## src/rtl/fetch_queue_pkg.sv

```systemverilog
// Shared processor types for the fetch stage: word width, nop encoding and the
// buffered fetch entry.
package processor_pkg;

  localparam int unsigned WORD_W = 32;
  localparam logic [WORD_W-1:0] NOP_INSTR = 32'b0;

  typedef struct packed {
    logic [WORD_W-1:0] pc;
    logic [WORD_W-1:0] pc_plus_one;
    logic [WORD_W-1:0] instr;
  } fetch_entry_t;

endpackage

```

## src/rtl/fetch_queue_if.sv

```systemverilog
// Fetch queue bus: imem address/data, redirect request and the decode-side
// valid/ready handshake carrying the head entry.
interface fetch_queue_if;
  import processor_pkg::*;

  logic [WORD_W-1:0] address_imem;
  logic [WORD_W-1:0] q_imem;
  logic              redirect_valid;
  logic [WORD_W-1:0] redirect_pc;
  logic              out_valid;
  logic              out_ready;
  logic [WORD_W-1:0] out_pc;
  logic [WORD_W-1:0] out_pc_plus_one;
  logic [WORD_W-1:0] out_instr;

  modport master (
    output address_imem, out_valid, out_pc, out_pc_plus_one, out_instr,
    input  q_imem, redirect_valid, redirect_pc, out_ready
  );

  modport slave (
    input  address_imem, out_valid, out_pc, out_pc_plus_one, out_instr,
    output q_imem, redirect_valid, redirect_pc, out_ready
  );

endinterface

```

## src/rtl/fetch_queue_fifo.sv

```systemverilog
// Power-of-two circular buffer of fetch entries with push/pop/flush and an
// occupancy count (0..DEPTH).
module fetch_fifo
  import processor_pkg::*;
#(
  parameter  int unsigned DEPTH = 4,
  localparam int unsigned PW    = $clog2(DEPTH),
  localparam int unsigned CW    = PW + 1
) (
  input  logic         clock,
  input  logic         reset,
  input  logic         push,
  input  logic         pop,
  input  logic         flush,
  input  fetch_entry_t push_entry,
  output fetch_entry_t head,
  output logic         full,
  output logic         empty,
  output logic [CW-1:0] count
);

  fetch_entry_t      mem [DEPTH];
  logic [PW-1:0]     head_ptr;
  logic [PW-1:0]     tail_ptr;

  // Storage needs no reset: the head is only observed when count is nonzero.
  always_ff @(posedge clock) begin
    if (push && !flush) mem[tail_ptr] <= push_entry;
  end

  always_ff @(posedge clock) begin
    if (!reset) begin
      head_ptr <= '0;
      tail_ptr <= '0;
      count    <= '0;
    end else if (flush) begin
      head_ptr <= '0;
      tail_ptr <= '0;
      count    <= '0;
    end else begin
      if (push) tail_ptr <= tail_ptr + PW'(1);
      if (pop)  head_ptr <= head_ptr + PW'(1);
      count <= count + CW'(push) - CW'(pop);
    end
  end

  assign head  = mem[head_ptr];
  assign full  = (count == CW'(DEPTH));
  assign empty = (count == '0);

endmodule

```

## src/rtl/fetch_queue.sv

```systemverilog
// Instruction prefetch queue: sequential imem fetch, one-cycle capture into a
// FIFO, redirect flush. Optional counters enabled by FETCH_PERF_EN.
module fetch_queue
  import processor_pkg::*;
#(
  parameter int unsigned       DEPTH    = 4,
  parameter logic [WORD_W-1:0] RESET_PC = '0
) (
  input  logic clock,
  input  logic reset,
  fetch_queue_if.master bus
`ifdef FETCH_PERF_EN
  ,
  output logic [WORD_W-1:0] perf_flushes,
  output logic [WORD_W-1:0] perf_empty_cycles,
  output logic [WORD_W-1:0] perf_full_cycles
`endif
);

  localparam int unsigned CW = $clog2(DEPTH) + 1;
  localparam int unsigned OW = CW + 1;

  logic [WORD_W-1:0] fetch_pc;
  logic [WORD_W-1:0] inflight_pc;
  logic              inflight;
  logic              push;
  logic              pop;
  logic              issue;
  logic              full;
  logic              empty;
  logic [CW-1:0]     count;
  logic [OW-1:0]     occupancy;
  fetch_entry_t      push_entry;
  fetch_entry_t      head;

  assign pop       = !empty && bus.out_ready && !bus.redirect_valid;
  assign push      = inflight && !bus.redirect_valid;
  assign occupancy = OW'(count) + OW'(inflight) - OW'(pop);
  assign issue     = (occupancy < OW'(DEPTH));

  assign push_entry = '{pc: inflight_pc, pc_plus_one: inflight_pc + 32'd1, instr: bus.q_imem};

  fetch_fifo #(.DEPTH(DEPTH)) u_fifo (
    .clock      (clock),
    .reset      (reset),
    .push       (push),
    .pop        (pop),
    .flush      (bus.redirect_valid),
    .push_entry (push_entry),
    .head       (head),
    .full       (full),
    .empty      (empty),
    .count      (count)
  );

  // Redirect outranks issue; an in-flight word is dropped by not pushing it.
  always_ff @(posedge clock) begin
    if (!reset) begin
      fetch_pc    <= RESET_PC;
      inflight    <= 1'b0;
      inflight_pc <= '0;
    end else if (bus.redirect_valid) begin
      fetch_pc    <= bus.redirect_pc;
      inflight    <= 1'b0;
    end else if (issue) begin
      fetch_pc    <= fetch_pc + 32'd1;
      inflight    <= 1'b1;
      inflight_pc <= fetch_pc;
    end else begin
      inflight    <= 1'b0;
    end
  end

  assign bus.address_imem    = fetch_pc;
  assign bus.out_valid       = !empty;
  assign bus.out_pc          = empty ? '0 : head.pc;
  assign bus.out_pc_plus_one = empty ? '0 : head.pc_plus_one;
  assign bus.out_instr       = empty ? NOP_INSTR : head.instr;

  a_no_push_when_full : assert property (@(posedge clock) disable iff (!reset) push |-> !full);

`ifdef FETCH_PERF_EN
  always_ff @(posedge clock) begin
    if (!reset) begin
      perf_flushes      <= '0;
      perf_empty_cycles <= '0;
      perf_full_cycles  <= '0;
    end else begin
      if (bus.redirect_valid && perf_flushes != '1) perf_flushes <= perf_flushes + 32'd1;
      if (empty && bus.out_ready && perf_empty_cycles != '1)
        perf_empty_cycles <= perf_empty_cycles + 32'd1;
      if (full && perf_full_cycles != '1) perf_full_cycles <= perf_full_cycles + 32'd1;
    end
  end
`endif

endmodule

```

## src/flat_wrapper.sv

```systemverilog
// flat-port wrapper written by rule: the top's interface ports become plain ports
module fetch_queue_flat import processor_pkg::*;
#(
  parameter int unsigned       DEPTH    = 4,
  parameter logic [WORD_W-1:0] RESET_PC = '0
)
  (clock, reset, bus_address_imem, bus_out_valid, bus_out_pc, bus_out_pc_plus_one, bus_out_instr, bus_q_imem, bus_redirect_valid, bus_redirect_pc, bus_out_ready);
  fetch_queue_if bus_i ();
  input  logic clock;
  input  logic reset;
  output wire logic [$bits(bus_i.address_imem)-1:0] bus_address_imem;
  output wire logic [$bits(bus_i.out_valid)-1:0] bus_out_valid;
  output wire logic [$bits(bus_i.out_pc)-1:0] bus_out_pc;
  output wire logic [$bits(bus_i.out_pc_plus_one)-1:0] bus_out_pc_plus_one;
  output wire logic [$bits(bus_i.out_instr)-1:0] bus_out_instr;
  input wire logic [$bits(bus_i.q_imem)-1:0] bus_q_imem;
  input wire logic [$bits(bus_i.redirect_valid)-1:0] bus_redirect_valid;
  input wire logic [$bits(bus_i.redirect_pc)-1:0] bus_redirect_pc;
  input wire logic [$bits(bus_i.out_ready)-1:0] bus_out_ready;
  assign bus_address_imem = bus_i.address_imem;
  assign bus_out_valid = bus_i.out_valid;
  assign bus_out_pc = bus_i.out_pc;
  assign bus_out_pc_plus_one = bus_i.out_pc_plus_one;
  assign bus_out_instr = bus_i.out_instr;
  assign bus_i.q_imem = bus_q_imem;
  assign bus_i.redirect_valid = bus_redirect_valid;
  assign bus_i.redirect_pc = bus_redirect_pc;
  assign bus_i.out_ready = bus_out_ready;
  fetch_queue #(.DEPTH(DEPTH), .RESET_PC(RESET_PC)) u_core (.clock(clock), .reset(reset), .bus(bus_i));
endmodule
```

## config.mk

```make
export PLATFORM = sky130hd
export DESIGN_NAME = fetch_queue_flat
export DESIGN_NICKNAME = d
export VERILOG_FILES = /design/src/rtl/fetch_queue_pkg.sv /design/src/rtl/fetch_queue_if.sv /design/src/rtl/fetch_queue_fifo.sv /design/src/rtl/fetch_queue.sv /design/src/flat_wrapper.sv
export SDC_FILE = /design/constraint.sdc
export NUM_CORES = 1
export LEC_CHECK = 0
export BUFFER_PORTS_ARGS = -buffer_cell sky130_fd_sc_hd__clkbuf_2
export CORE_MARGIN = 2
export CORE_UTILIZATION = 28
export CTS_BUF_LIST = sky130_fd_sc_hd__clkbuf_8
export CTS_CLUSTER_DIAMETER = 60
export DETAILED_ROUTE_END_ITERATION = 12
export PLACE_DENSITY = 0.51
export SLEW_MARGIN = 40
export SYNTH_ARGS = -nofsm -noshare
export SYNTH_HDL_FRONTEND = slang
export SYNTH_SLANG_ARGS = --single-unit
```

## constraint.sdc

```tcl
create_clock -name clock -period 10.2 [get_ports clock]
set_input_delay 1.02 -clock clock [delete_from_list [all_inputs] [get_ports clock]]
set_output_delay 1.02 -clock clock [all_outputs]
set_load 0.01 [all_outputs]
```

== After elaboration in Yosys (flattened, before gate mapping) ==
Memories as Yosys holds them, arrays and structs flattened. A register that Yosys moved wholly into a read port is not among the register bits.
Index checks and enable logic that the tools add are counted.

* Add/sub/neg operators: 8
* $lt $le $gt $ge: 1
* Multiplexer cells: 10
* Bitwise operators: 2
* Reductions and logical operators: 10

{| class="wikitable"
|+ Operators with widths
! kind !! number
|-
| 32-bit two-way mux || 5
|-
| 32-bit by 1-bit adder with 32-bit output (second input constant) || 2
|-
| 2-bit by 1-bit adder with 2-bit output (second input constant) || 2
|-
| 3-bit by 1-bit adder with 4-bit output || 1
|-
| 1-bit logical AND || 4
|-
| 4-bit by 3-bit < comparator with 1-bit output (second input constant) || 1
|-
| 2-bit two-way mux || 2
|-
| 4-bit by 1-bit subtractor with 4-bit output || 1
|-
| 3-bit by 1-bit adder with 3-bit output || 1
|-
| 3-bit logical NOT || 1
|-
| 1-bit two-way mux || 3
|-
| 3-bit by 1-bit subtractor with 3-bit output || 1
|-
| 1-bit logical NOT || 2
|-
| 1-bit inverter || 2
|-
| 2-bit AND reduction || 1
|-
| 2-bit nonzero test || 1
|-
| 2-bit OR reduction || 1
|}

* Bits in registers: 72
* Memory bits (writable): 384
* Bits of input ports: 68
* Word-level logic and storage cells: 38
* Memories kept: 1

{| class="wikitable"
|+ Memories
! name !! words !! width !! read ports !! clocked after memory_dff !! write ports !! line !! source
|-
| u_core.u_fifo.mem || 4 || 96 || 1 || 1 || 1 || fetch_queue_fifo.sv:22 || <nowiki>fetch_entry_t mem [DEPTH];</nowiki>
|}

== Logic depth before layout (Yosys ltp) ==
* Word-level depth: 8
* Gate-level depth with buffers: 11

== Cells and area by module ==
A second synthesis with hierarchy kept.

* Cells, all modules: 1,122
* Area, all modules: 18,624.1 um^2

{| class="wikitable"
|+ By module, submodules not included
! module !! times used !! cells each !! area an instance (um^2) !! sequential area each (um^2)
|-
| fetch_fifo || 1 || 549 || 14,316.2 || 11,711.2
|-
| fetch_queue || 1 || 573 || 4,307.9 || 1,301.2
|}

== Worst setup path before layout ==
OpenSTA, ideal clock, no wires.

* Path type: input -> register
* Start: in bus_redirect_valid
* End: mem u_core.u_fifo.mem[0][0] (netlist bit), enable pin
* Library setup time: 466 ps
* Arrival: 3,560 ps
* Data required time: 9,734 ps
* Slack: 6,174 ps
* Cell stages on the path: 3
* Buffers on the path: 1
* Path through: buf_6 -> nor2b_1 -> and2_1

* Longest elaborated chain between the ends: 5

{| class="wikitable"
|+ Ends and longest elaborated chain
! item !! line !! source
|-
| start: declaration || flat_wrapper.sv:17 || <nowiki>input wire logic [$bits(bus_i.redirect_valid)-1:0] bus_redirect_valid;</nowiki>
|-
| 1-bit logical NOT * || fetch_queue_fifo.sv:28, fetch_queue.sv:37 ||
|-
| 1-bit logical AND || fetch_queue.sv:37 || <nowiki>assign push = inflight && !bus.redirect_valid;</nowiki>
|-
| 1-bit logical AND * || fetch_queue_fifo.sv:28 || <nowiki>if (push && !flush) mem[tail_ptr] <= push_entry;</nowiki>
|-
| 1-bit two-way mux * || fetch_queue_fifo.sv:28 ||
|-
| 1-bit two-way mux (not written as such) * || fetch_queue_fifo.sv:28 ||
|-
| end: declaration || fetch_queue_fifo.sv:22 ||
|}

Mark *: on every way between the ends. The rest lies on a longest branch, timed or not.

==> flow_summary.ini <==
[drt]
drtAntennaViolNets = 0
viasPerCell = 4.54
dr.pass1.iters = 5
drt_iter0_drc = 547
num_vias = 10208
drc = 0
wl_um = 45500
wl_per_cell_um = 20.2

[logic_synthesis]
syn_area_per_cell_um2 = 17.0
synth_compound_area_share_pct = 3.04
synth_nets = 1165
postSynthCellCount = 1087
yosys.area_share.simple_pct = 7.74
yosysSeqAreaShare_pct = 70.5
muxShareOfSynthArea_pct = 13.6
synth.cell_area_um2 = 18500
synthXorXnorAreaFrac_pct = 2.80
synth_fa_ha_area_share_pct = 0.718
synth-seq-cells = 458
synth_top_family_by_area = multiplexers
synth_edf_count = 384
ys_warn_count = 0
ys_async_sr_fraction_pct = 0
synthFlopType = edfxtp_1
synth.distinct_cells = 44

[worst_setup_path]
r2r_start = u_core.u_fifo.count[2]
worstPathRequired_ns = 9.18
worstRegToRegCells = 11
crit_path_max_fanout = 45
endpoint_kind = output pin
critical_path_class = reg2out
critPathArrivalTime_ns = 3.43
start_kind = register

[timing]
final.setup_skew_ns = 0.0259
rsz0062_at_grt = false
tightest_slew_ns = 0.784
fin_crit_ns = 4.45
max_slew_margin_pct = 47.7
maxSlewViolCount = 0
holdWs_ns = 0.534
min_period_over_period_pct = 43.7
setup_violations = 0
finalHoldViolCount = 0
fmax_mhz = 224
tns_ns = 0

[floorplan]
core_area_um2 = 65500
die-area_um2 = 68000
die_w_um = 261
rows = 94
start_util_pct = 28.2
die_y_um = 261
ios = 197

[cts]
cts_buffer_depth = 3
cts_resized = 0
cts-hold-fix-buffers = 0
htreeDepth = 3
clock-sinks = 458
cts_made_buffers = 81
root_buffer = clkbuf_8
cts.clk_slew.worst_paths_ns = 0.06
cts_tree = done
postCtsSetupBuffers = 0
clk_latency_ns = 0.65

[placement]
hpwl_um = 28300
place_inst = 2105
gp_congestion = 0.769
port_buffers = 196

[layout]
diodes = 0
register_area_um2 = 13000
final_nets = 1402
multiInputGateArea_um2 = 5170
finalNonFillerCells = 2249
layout_common_cells = edfxtp_1 (384), clkbuf_2 (196), and2_1 (97)
final_common_cell = edfxtp_1
areaGrowthSynthToFinish_pct = 19.3
fillers = 6370
drive_gt1_share_pct = 30.8

[min_path]
min_from = u_core.u_fifo.head_ptr[1]
hp-class = reg2reg
hold_depth = 2

[grt]
grt_max_degree = 100
grtUsageTotal_pct = 13.4
grt_pass1_vias = 10690
antenna_found_initial = 2
grt-ovfl-total = 0
grt_pass1_wl_um = 67600

[run_status]
run_status = finished, final reports clean

[pwr]
power.density_nw_per_um2 = 175
ir_drop_mv = 0.0704
p_leak_nw = 7.73
finalPower_w = 0.00385

[run]
drv_cap = 0
[state kept, by name, indices dropped and copies added, names as in the netlist, named ones only]
register                 flops
u_core.bus.address_imem     32
u_core.u_fifo.tail_ptr       2
u_core.inflight_pc          32
u_core.inflight              1
u_core.u_fifo.count          3
u_core.u_fifo.mem          384
u_core.u_fifo.head_ptr       2
[per-layer routing]
layer  part of all wire (%)  GRT usage, %
met2                     47          21.7
met4                    2.5          4.37
met5                  0.024             0
met1                     44          17.4
met3                    5.7          3.76
[cell type report]
| class | instances | area share, % |
|---|---|---|
| inverters | 16 | 0.278 |
| flip-flops and latches | 458 | 59.1 |
| well taps | 864 | 4.91 |
| clock inverters | 53 | 1.25 |
| repair buffers | 212 | 5.31 |
| clock buffers | 91 | 5.69 |
| multi-input cells | 555 | 23.5 |
[where the power goes]
| group | total, W | leakage (nW) | switching (W) | internal [W] |
|---|---|---|---|---|
| Clock | 0.00160 | 0.881 | 0.000734 | 0.000864 |
| Combinational | 0.000155 | 2.57 | 0.0000886 | 0.0000665 |
| Sequential | 0.00210 | 4.28 | 0.0000409 | 0.00206 |
| Total | 0.00385 | 7.73 | 0.000864 | 0.00299 |
[cell usage after synthesis, types with 2 or more instances]
library cell / instances / area (µm²)
inv_1: 15 / 56.3
a311oi_1: 5 / 43.8
nand3_1: 30 / 150
nor3b_1: 2 / 15.0
clkbuf_1: 41 / 154
and2_1: 101 / 632
or3_1: 5 / 31.3
xnor2_1: 46 / 403
o21ai_0: 31 / 155
xor2_1: 13 / 114
mux2i_1: 34 / 340
nand4_1: 12 / 75.1
buf_1: 7 / 26.3
a211oi_1: 23 / 173
nand2_1: 27 / 101
buf_2: 5 / 25.0
and4_1: 7 / 61.3
nor3_1: 7 / 35.0
a21oi_1: 24 / 120
edfxtp_1: 384 / 11500
buf_4: 3 / 22.5
ha_1: 9 / 113
mux4_2: 96 / 2160
nor4_1: 2 / 12.5
nor2_1: 58 / 218
dfxtp_1: 74 / 1480
and3_1: 9 / 56.3
[worst paths after layout]
kind                                                    end  slack [ns]
worst min-delay path              u_core.u_fifo.head_ptr[1]        0.53
worst max-delay path                       bus_out_instr[2]        5.75
worst max register to register  u_core.bus.address_imem[28]        6.36
worst min register to register    u_core.u_fifo.head_ptr[1]        0.53
[logic make-up (layout without fill, tap and decap cells)]
logic type | count (synthesis) | count (layout)
DFF | 458 | 458
and+or+nand+nor | 265 | 265
muxes | 130 | 130
AOI/OAI and AO/OA | 91 | 91
buffers and inverters | 74 | 372
xor gates and xnor gates | 59 | 59
adders and majority gates | 10 | 10
[metrics by stage]
stage | setup WS [ns] | cell area [µm²] | util, %
5_1_grt | 5.41 | 22000 | 33.6
3_3_place_gp | 5.91 | 20400 | 31.1
2_1_floorplan | 6.17 | 18500 | -
3_5_place_dp | 6.27 | 20500 | 31.3
4_1_cts | 5.53 | 22000 | 33.6
6_report | 5.75 | 22000 | 33.6
[worst max-delay path: stages, from the launching register on]
cell	delay, ns
dfxtp_4	0.53
buf_6	0.61
buf_4	0.52
buf_12	0.26
mux4_2	0.53
and2_1	0.17
clkbuf_2	0.12
No activity file was read; power rests on OpenSTA's default activity.
